===== config.mk =====
export PLATFORM = sky130hd
export DESIGN_NAME = uart_core_ctrl_flat
export DESIGN_NICKNAME = d
export VERILOG_FILES = /design/src/rtl/uart_core_ctrl_pkg.sv /design/src/rtl/uart_core_ctrl_if.sv /design/src/rtl/uart_core_ctrl_rr_arbiter.sv /design/src/rtl/uart_core_ctrl.sv /design/src/flat_wrapper.sv
export SDC_FILE = /design/constraint.sdc
export NUM_CORES = 1
export LEC_CHECK = 0
export CAP_MARGIN = 10
export CORE_MARGIN = 2
export CORE_UTILIZATION = 35
export DETAILED_ROUTE_END_ITERATION = 16
export PLACE_DENSITY_LB_ADDON = 0.25
export SYNTH_ARGS = -nofsm -noshare
export SYNTH_HDL_FRONTEND = slang
export SYNTH_SLANG_ARGS = --single-unit

===== constraint.sdc =====
create_clock -name CLK -period 3.15 [get_ports CLK]
set_input_delay 0.945 -clock CLK [delete_from_list [all_inputs] [get_ports CLK]]
set_output_delay 0.945 -clock CLK [all_outputs]
set_load 0.02 [all_outputs]

===== src/rtl/uart_core_ctrl_pkg.sv =====
// Shared types and constants for the CoreUART sequencer/arbiter.
// Holds the controller state encoding and the settle-counter width.
package uart_ctrl_pkg;

    localparam int SETTLE_W = 3;

    typedef enum logic [2:0] {
        IDLE,
        WR,
        WR_WAIT,
        RD,
        RD_WAIT
    } ctrl_state_e;

    // A single requester still needs a one-bit index.
    function automatic int idxWidth(input int n);
        return (n > 1) ? $clog2(n) : 1;
    endfunction

endpackage


===== src/rtl/uart_core_ctrl_if.sv =====
// Bundle of requester, RX stream, statistics and UART_CORE bus signals.
// The controller uses the master modport; its environment uses slave.
interface uart_core_ctrl_if #(
    parameter int NUM_REQ = 2,
    parameter int CNT_W   = 8
);
    logic [NUM_REQ-1:0]   req_valid;
    logic [8*NUM_REQ-1:0] req_data;
    logic [NUM_REQ-1:0]   req_ready;

    logic                 rx_valid;
    logic [7:0]           rx_data;
    logic                 rx_perr;
    logic                 rx_ferr;
    logic                 rx_ready;

    logic                 err_clr;
    logic                 overflow_sticky;
    logic [CNT_W-1:0]     perr_cnt;
    logic [CNT_W-1:0]     ferr_cnt;

    logic                 uart_csn;
    logic                 uart_wen;
    logic                 uart_oen;
    logic [7:0]           uart_data_in;
    logic [7:0]           uart_data_out;
    logic                 uart_txrdy;
    logic                 uart_rxrdy;
    logic                 uart_perr;
    logic                 uart_ferr;
    logic                 uart_ovf;

    modport master (
        input  req_valid, req_data, rx_ready, err_clr,
        input  uart_data_out, uart_txrdy, uart_rxrdy, uart_perr, uart_ferr, uart_ovf,
        output req_ready, rx_valid, rx_data, rx_perr, rx_ferr,
        output overflow_sticky, perr_cnt, ferr_cnt,
        output uart_csn, uart_wen, uart_oen, uart_data_in
    );

    modport slave (
        output req_valid, req_data, rx_ready, err_clr,
        output uart_data_out, uart_txrdy, uart_rxrdy, uart_perr, uart_ferr, uart_ovf,
        input  req_ready, rx_valid, rx_data, rx_perr, rx_ferr,
        input  overflow_sticky, perr_cnt, ferr_cnt,
        input  uart_csn, uart_wen, uart_oen, uart_data_in
    );

endinterface


===== src/rtl/uart_core_ctrl_rr_arbiter.sv =====
// Round-robin grant selection: first valid requester at or after the pointer.
// The pointer moves to one past the accepted index when a write is accepted.
module rr_arbiter #(
    parameter int NUM_REQ = 2,
    parameter int IDX_W   = 1
) (
    input  logic               clk_i,
    input  logic               rst_n_i,
    input  logic [NUM_REQ-1:0] req_valid_i,
    input  logic               accept_i,
    input  logic [IDX_W-1:0]   accept_idx_i,
    output logic [IDX_W-1:0]   grant_o,
    output logic               any_valid_o
);

    localparam logic [IDX_W:0]   NUM_W    = (IDX_W+1)'(NUM_REQ);
    localparam logic [IDX_W-1:0] LAST_IDX = IDX_W'(NUM_REQ-1);

    logic [IDX_W-1:0]     ptr_q, ptr_d;
    logic [2*NUM_REQ-1:0] doubled;
    logic [NUM_REQ-1:0]   rotated;
    logic [IDX_W:0]       offset;
    logic [IDX_W:0]       sum;

    // Rotating a doubled copy puts the pointer's requester at bit 0.
    assign doubled     = {req_valid_i, req_valid_i} >> ptr_q;
    assign rotated     = doubled[NUM_REQ-1:0];
    assign any_valid_o = |req_valid_i;

    always_comb begin
        offset = '0;
        for (int i = NUM_REQ-1; i >= 0; i--) begin
            if (rotated[i]) begin
                offset = (IDX_W+1)'(i);
            end
        end
        sum = {1'b0, ptr_q} + offset;
        if (sum >= NUM_W) begin
            sum = sum - NUM_W;
        end
        grant_o = sum[IDX_W-1:0];
    end

    always_comb begin
        ptr_d = ptr_q;
        if (accept_i) begin
            ptr_d = (accept_idx_i == LAST_IDX) ? '0 : accept_idx_i + IDX_W'(1);
        end
    end

    always_ff @(posedge clk_i or negedge rst_n_i) begin
        if (!rst_n_i) begin
            ptr_q <= '0;
        end else begin
            ptr_q <= ptr_d;
        end
    end

endmodule


===== src/rtl/uart_core_ctrl.sv =====
// Sequencer for a FIFO-less CoreUART: arbitrates TX requesters onto the
// write strobe, drains RX bytes into a valid/ready stream, tracks errors.
module uart_core_ctrl
    import uart_ctrl_pkg::*;
#(
    parameter int NUM_REQ = 2,
    parameter int SETTLE  = 2,
    parameter int CNT_W   = 8
) (
    input  logic            CLK,
    input  logic            RESET_N,
    uart_core_ctrl_if.master bus
);

    localparam int                  IDX_W       = idxWidth(NUM_REQ);
    localparam logic [SETTLE_W-1:0] SETTLE_LAST = SETTLE_W'(SETTLE-1);

    ctrl_state_e         state_q, state_d;
    logic [SETTLE_W-1:0] settle_q, settle_d;
    logic [IDX_W-1:0]    grant_q, grant_d;
    logic [IDX_W-1:0]    arb_grant;
    logic                arb_any;
    logic                accept;

    logic                csn_q, csn_d;
    logic                wen_q, wen_d;
    logic                oen_q, oen_d;
    logic [7:0]          data_in_q, data_in_d;
    logic [NUM_REQ-1:0]  req_ready_q, req_ready_d;

    logic                rx_valid_q, rx_valid_d;
    logic [7:0]          rx_data_q, rx_data_d;
    logic                rx_perr_q, rx_perr_d;
    logic                rx_ferr_q, rx_ferr_d;

    logic                ovf_q, ovf_d;
    logic [CNT_W-1:0]    perr_cnt_q, perr_cnt_d;
    logic [CNT_W-1:0]    ferr_cnt_q, ferr_cnt_d;

    assign accept = (state_q == WR);

    rr_arbiter #(
        .NUM_REQ (NUM_REQ),
        .IDX_W   (IDX_W)
    ) u_arb (
        .clk_i        (CLK),
        .rst_n_i      (RESET_N),
        .req_valid_i  (bus.req_valid),
        .accept_i     (accept),
        .accept_idx_i (grant_q),
        .grant_o      (arb_grant),
        .any_valid_o  (arb_any)
    );

    // Strobes are computed one state ahead so every UART-facing pin is a flop.
    always_comb begin
        state_d     = state_q;
        settle_d    = settle_q;
        grant_d     = grant_q;
        csn_d       = 1'b1;
        wen_d       = 1'b1;
        oen_d       = 1'b1;
        data_in_d   = data_in_q;
        req_ready_d = '0;
        rx_valid_d  = rx_valid_q;
        rx_data_d   = rx_data_q;
        rx_perr_d   = rx_perr_q;
        rx_ferr_d   = rx_ferr_q;
        ovf_d       = ovf_q;
        perr_cnt_d  = perr_cnt_q;
        ferr_cnt_d  = ferr_cnt_q;

        if (rx_valid_q && bus.rx_ready) begin
            rx_valid_d = 1'b0;
        end

        case (state_q)
            IDLE: begin
                settle_d = '0;
                if (bus.uart_rxrdy && !rx_valid_q) begin
                    state_d = RD;
                end else if (bus.uart_txrdy && arb_any) begin
                    state_d = WR;
                    grant_d = arb_grant;
                end
            end
            WR: begin
                csn_d = 1'b0;
                wen_d = 1'b0;
                for (int i = 0; i < NUM_REQ; i++) begin
                    if (grant_q == IDX_W'(i)) begin
                        data_in_d      = bus.req_data[8*i +: 8];
                        req_ready_d[i] = 1'b1;
                    end
                end
                settle_d = '0;
                state_d  = WR_WAIT;
            end
            RD: begin
                csn_d      = 1'b0;
                oen_d      = 1'b0;
                rx_valid_d = 1'b1;
                rx_data_d  = bus.uart_data_out;
                rx_perr_d  = bus.uart_perr;
                rx_ferr_d  = bus.uart_ferr;
                if (bus.uart_perr && (perr_cnt_q != '1)) begin
                    perr_cnt_d = perr_cnt_q + CNT_W'(1);
                end
                if (bus.uart_ferr && (ferr_cnt_q != '1)) begin
                    ferr_cnt_d = ferr_cnt_q + CNT_W'(1);
                end
                settle_d = '0;
                state_d  = RD_WAIT;
            end
            WR_WAIT, RD_WAIT: begin
                if (settle_q == SETTLE_LAST) begin
                    settle_d = '0;
                    state_d  = IDLE;
                end else begin
                    settle_d = settle_q + SETTLE_W'(1);
                end
            end
            default: begin
                state_d = IDLE;
            end
        endcase

        if (bus.uart_ovf) begin
            ovf_d = 1'b1;
        end
        if (bus.err_clr) begin
            ovf_d      = 1'b0;
            perr_cnt_d = '0;
            ferr_cnt_d = '0;
        end
    end

    always_ff @(posedge CLK or negedge RESET_N) begin
        if (!RESET_N) begin
            state_q     <= IDLE;
            settle_q    <= '0;
            grant_q     <= '0;
            csn_q       <= 1'b1;
            wen_q       <= 1'b1;
            oen_q       <= 1'b1;
            data_in_q   <= '0;
            req_ready_q <= '0;
            rx_valid_q  <= 1'b0;
            rx_data_q   <= '0;
            rx_perr_q   <= 1'b0;
            rx_ferr_q   <= 1'b0;
            ovf_q       <= 1'b0;
            perr_cnt_q  <= '0;
            ferr_cnt_q  <= '0;
        end else begin
            state_q     <= state_d;
            settle_q    <= settle_d;
            grant_q     <= grant_d;
            csn_q       <= csn_d;
            wen_q       <= wen_d;
            oen_q       <= oen_d;
            data_in_q   <= data_in_d;
            req_ready_q <= req_ready_d;
            rx_valid_q  <= rx_valid_d;
            rx_data_q   <= rx_data_d;
            rx_perr_q   <= rx_perr_d;
            rx_ferr_q   <= rx_ferr_d;
            ovf_q       <= ovf_d;
            perr_cnt_q  <= perr_cnt_d;
            ferr_cnt_q  <= ferr_cnt_d;
        end
    end

    assign bus.uart_csn        = csn_q;
    assign bus.uart_wen        = wen_q;
    assign bus.uart_oen        = oen_q;
    assign bus.uart_data_in    = data_in_q;
    assign bus.req_ready       = req_ready_q;
    assign bus.rx_valid        = rx_valid_q;
    assign bus.rx_data         = rx_data_q;
    assign bus.rx_perr         = rx_perr_q;
    assign bus.rx_ferr         = rx_ferr_q;
    assign bus.overflow_sticky = ovf_q;
    assign bus.perr_cnt        = perr_cnt_q;
    assign bus.ferr_cnt        = ferr_cnt_q;

endmodule


===== src/flat_wrapper.sv =====
// flat-port wrapper written by rule: the top's interface ports become plain ports
module uart_core_ctrl_flat import uart_ctrl_pkg::*;
#(
    parameter int NUM_REQ = 2,
    parameter int SETTLE  = 2,
    parameter int CNT_W   = 8
)
  (CLK, RESET_N, bus_req_valid, bus_req_data, bus_rx_ready, bus_err_clr, bus_uart_data_out, bus_uart_txrdy, bus_uart_rxrdy, bus_uart_perr, bus_uart_ferr, bus_uart_ovf, bus_req_ready, bus_rx_valid, bus_rx_data, bus_rx_perr, bus_rx_ferr, bus_overflow_sticky, bus_perr_cnt, bus_ferr_cnt, bus_uart_csn, bus_uart_wen, bus_uart_oen, bus_uart_data_in);
  uart_core_ctrl_if #(.NUM_REQ(NUM_REQ), .CNT_W(CNT_W)) bus_i ();
  input  logic CLK;
  input  logic RESET_N;
  input wire logic [$bits(bus_i.req_valid)-1:0] bus_req_valid;
  input wire logic [$bits(bus_i.req_data)-1:0] bus_req_data;
  input wire logic [$bits(bus_i.rx_ready)-1:0] bus_rx_ready;
  input wire logic [$bits(bus_i.err_clr)-1:0] bus_err_clr;
  input wire logic [$bits(bus_i.uart_data_out)-1:0] bus_uart_data_out;
  input wire logic [$bits(bus_i.uart_txrdy)-1:0] bus_uart_txrdy;
  input wire logic [$bits(bus_i.uart_rxrdy)-1:0] bus_uart_rxrdy;
  input wire logic [$bits(bus_i.uart_perr)-1:0] bus_uart_perr;
  input wire logic [$bits(bus_i.uart_ferr)-1:0] bus_uart_ferr;
  input wire logic [$bits(bus_i.uart_ovf)-1:0] bus_uart_ovf;
  output wire logic [$bits(bus_i.req_ready)-1:0] bus_req_ready;
  output wire logic [$bits(bus_i.rx_valid)-1:0] bus_rx_valid;
  output wire logic [$bits(bus_i.rx_data)-1:0] bus_rx_data;
  output wire logic [$bits(bus_i.rx_perr)-1:0] bus_rx_perr;
  output wire logic [$bits(bus_i.rx_ferr)-1:0] bus_rx_ferr;
  output wire logic [$bits(bus_i.overflow_sticky)-1:0] bus_overflow_sticky;
  output wire logic [$bits(bus_i.perr_cnt)-1:0] bus_perr_cnt;
  output wire logic [$bits(bus_i.ferr_cnt)-1:0] bus_ferr_cnt;
  output wire logic [$bits(bus_i.uart_csn)-1:0] bus_uart_csn;
  output wire logic [$bits(bus_i.uart_wen)-1:0] bus_uart_wen;
  output wire logic [$bits(bus_i.uart_oen)-1:0] bus_uart_oen;
  output wire logic [$bits(bus_i.uart_data_in)-1:0] bus_uart_data_in;
  assign bus_i.req_valid = bus_req_valid;
  assign bus_i.req_data = bus_req_data;
  assign bus_i.rx_ready = bus_rx_ready;
  assign bus_i.err_clr = bus_err_clr;
  assign bus_i.uart_data_out = bus_uart_data_out;
  assign bus_i.uart_txrdy = bus_uart_txrdy;
  assign bus_i.uart_rxrdy = bus_uart_rxrdy;
  assign bus_i.uart_perr = bus_uart_perr;
  assign bus_i.uart_ferr = bus_uart_ferr;
  assign bus_i.uart_ovf = bus_uart_ovf;
  assign bus_req_ready = bus_i.req_ready;
  assign bus_rx_valid = bus_i.rx_valid;
  assign bus_rx_data = bus_i.rx_data;
  assign bus_rx_perr = bus_i.rx_perr;
  assign bus_rx_ferr = bus_i.rx_ferr;
  assign bus_overflow_sticky = bus_i.overflow_sticky;
  assign bus_perr_cnt = bus_i.perr_cnt;
  assign bus_ferr_cnt = bus_i.ferr_cnt;
  assign bus_uart_csn = bus_i.uart_csn;
  assign bus_uart_wen = bus_i.uart_wen;
  assign bus_uart_oen = bus_i.uart_oen;
  assign bus_uart_data_in = bus_i.uart_data_in;
  uart_core_ctrl #(.NUM_REQ(NUM_REQ), .SETTLE(SETTLE), .CNT_W(CNT_W)) u_core (.CLK(CLK), .RESET_N(RESET_N), .bus(bus_i));
endmodule

==> impl_metrics.csv <==
group,metric,value,unit
critical_path,crit_path_end_kind,"output port",
sta,relSlewSlack,57.60,%
synthesis,syn_area_per_cell,10.58,sq um
clock_network,cts_resized,0,
synthesis,synth_compound_area_share,12.89,%
sta,min_period,2.400,ns
final_layout,finish.utilization,49.85,%
sta,fin_hold_ws,0.4822,ns
final_layout,drive_gt1_share,8.772,%
sta,maxSlewViolCount,0,
synthesis,synth-seq-area-share,55.07,%
synthesis,yosysTopAreaCellShare,51.54,%
hold_path,hp-class,"reg -> reg",
route,routedWlPerCell,13.31,um
final_layout,layout_commonest_cell,"clkdlybuf4s50_1",
die,io_pins,76,
clock_network,postCtsHoldBufs,0,
sta,setup_violations,0,
power,p_total,2.230,mW
die,num_rows,29,
place,place_congestion,0.7539,
sta,period_share,76.18,%
place,placed_cells,354,
critical_path,cp_slowest_cell,"clkdlybuf4s50_1",
power,swShare,36.01,%
grt,grt_pass1_vias,1802,
synthesis,synth-seq-cells,49,
run,maxCapViolations,0,
die,die_h,83.88,um
sta,finalSetupTns,0,ns
power,ir_drop,324.0,uV
route,route.detailed.drc,0,
synthesis,yosysWarnings,0,
power,clock_power_share,16.1,%
place,dp_slack,0.6189,ns
synthesis,synth_top_area_cell,"dfrtp_1",
critical_path,cp.required,2.20,ns
synthesis,synthesis.nets,248,
critical_path,crit_family,"buffers and inverters",
power,pwr-share-seq,44.3,%
synthesis,synth.distinct_cells,40,
critical_path,cp.arrival,1.45,ns
route,via_count,1831,
die,die_x,83.88,um
final_layout,diodes,0,
synthesis,synth_area,2233,sq um
critical_path,crit_chain,"clkdlybuf4s50_1",
critical_path,path_buf_inv,1,
sta,fin_worst_skew,0.007096,ns
critical_path,worstSetupPathType,"reg -> out",
power,power_density,712.6,nW/um^2
run_status,outcome,"completed",
clock_network,clock_sinks,49,
clock_network,clk_latency,0.30,ns
clock_network,cts_made_buffers,5,
grt,grt_max_degree,26,
synthesis,synth-simple-area-share,16.92,%
die,die_area,7036,sq um
synthesis,syn-instance-count,211,
place,post_dp_cell_area,3043,sq um
clock_network,cts_tree,"built",
final_layout,final_net_count,321,
route,avgViaCountPerCell,5.058,
power,switching_power,803.0,uW
route,wl,4.817,mm
die,core_area,6277,sq um
clock_network,htreeDepth,2,
grt,grt_pass1_wl,8.307,mm
place,port_buffers,75,
clock_network,clkSlewWorstSetupHoldPaths,0.09,ns
critical_path,cp_max_fo,8,
synthesis,synthAdderAreaFrac,1.120,%
sta,fmax,0.4167,GHz
synthesis,synth_top_family_by_area,"simple AND/OR/NAND/NOR gates",
sta,rsz0062_at_grt,"false",
die,start_util,35.58,%
power,intPower,1.427,mW
critical_path,cp_slowest_stage_delay,0.66,ns
final_layout,final_cells,362,
power,leakage,1.304,nW
sta,hold_violations,0,
route,drtIter0Drc,99,
final_layout,design_area,3129,sq um
clock_network,postCtsSetupBuffers,0,
grt,gr-total-overflow,0,
synthesis,synth_area_leaders,"dfrtp_1 52%, mux2i_1 4.5%, mux2_2 4.0%",
final_layout,areaGrowthSynthToFinish,40.11,%
grt,antenna_found_initial,0,
synthesis,synth_xor_area_share,2.353,%
clock_network,clockBufferDepth,2,
place,hpwl,3.544,mm
sta,worstMarginPinSlew,0.6341,ns
route,ant_nets,0,
power,comb_power_share,39.6,%
final_layout,layout_common_cells,"74 x clkdlybuf4s50_1, 46 x dfrtp_1, 22 x nand2_1",
synthesis,muxShareOfSynthArea,8.515,%
sta,setup_ws,0.7503,ns
clock_network,cts-root-buf,"clkbuf_8",
critical_path,cp-start-kind,"flop",
route,dr.pass1.iters,4,
grt,grt.total_usage,14.47,%
-- flip-flops by register name (all words and copies together), names as in the netlist, 2 cells and up --
name	flops
u_core.bus.perr_cnt	8
u_core.state_q	3
u_core.settle_q	3
u_core.bus.ferr_cnt	8
u_core.bus.rx_data	8
u_core.bus.uart_data_in	8
u_core.bus.req_ready	2
-- cell usage after synthesis --
library cell,n
a21o_1,2
buf_4,1
o21ai_4,1
nand4_1,4
a2111oi_2,1
a2111oi_0,1
nand3b_1,1
nand2_1,22
buf_2,2
and4_1,3
a311oi_1,1
o22ai_1,2
nand4b_1,1
or3_1,4
dfrtp_1,46
clkbuf_1,8
mux2_2,8
mux2i_1,10
o311ai_0,2
and4b_1,1
nand3_1,9
nor2_1,16
a21oi_1,11
o31ai_1,3
and4b_4,1
nor3_1,5
o21ai_0,17
ha_1,2
xor2_1,5
and3_1,1
nor3b_1,1
o211a_1,1
nor4_1,1
o211ai_1,2
a31oi_1,1
inv_1,6
xnor2_1,1
nand2b_1,1
dfstp_2,3
or4_1,3
-- final timing paths --
kind / start / to / slack [ns] / cells after the start
max: u_core.bus.perr_cnt[2] / bus_perr_cnt[2] / 0.75 / 1
min: u_core.bus.uart_data_in[2] / u_core.bus.uart_data_in[2] / 0.48 / 2
max reg2reg: u_core.state_q[0] / u_core.bus.ferr_cnt[7] / 1.35 / 4
min reg2reg: u_core.bus.uart_data_in[2] / u_core.bus.uart_data_in[2] / 0.48 / 2
max in group asynchronous: RESET_N / u_core.bus.uart_oen / 1.87 / 2
min in group asynchronous: RESET_N / u_core.bus.ferr_cnt[5] / 0.61 / 1
-- area by class of cell --
class / instances / area [sq um]
Clock buffer: 5 / 68.82
Clock inverter: 3 / 17.52
Fill cell: 605 / 3148
Inverter: 6 / 22.52
Multi-Input combinational cell: 145 / 933.4
Sequential cell: 49 / 1230
Tap cell: 77 / 96.34
Timing Repair Buffer: 77 / 760.7
-- logic make-up after synthesis --
group                    count (synthesis)
AND/OR/NAND/NOR                         74
flip-flops                              49
AO/OA/AOI/OAI                           45
multiplexers                            18
buffers and inverters                   17
XOR/XNOR                                 6
adder cells (fa/ha/maj)                  2
-- power groups by stage --
stage / clock network [mW] / logic, mW / registers [mW]
final: 0.359 / 0.883 / 0.988
after floorplan: 0 / 0.398 / 1.09
after global routing: 0.403 / 0.967 / 1.02
after global placement: 0 / 0.891 / 0.994
after detailed placement: 0 / 0.897 / 1.00
after CTS: 0.376 / 0.900 / 0.987
-- metal layers --
metal | up-vias | share of wire (%) | GRT usage (%)
li1 | 902 | - | -
met1 | 884 | 44 | 18.60
met2 | 38 | 50 | 23.93
met3 | 7 | 3.7 | 3.264
met4 | 0 | 1.6 | 5.279
met5 | - | 0 | 0
Note: power is estimated with default switching activity, not from simulation.
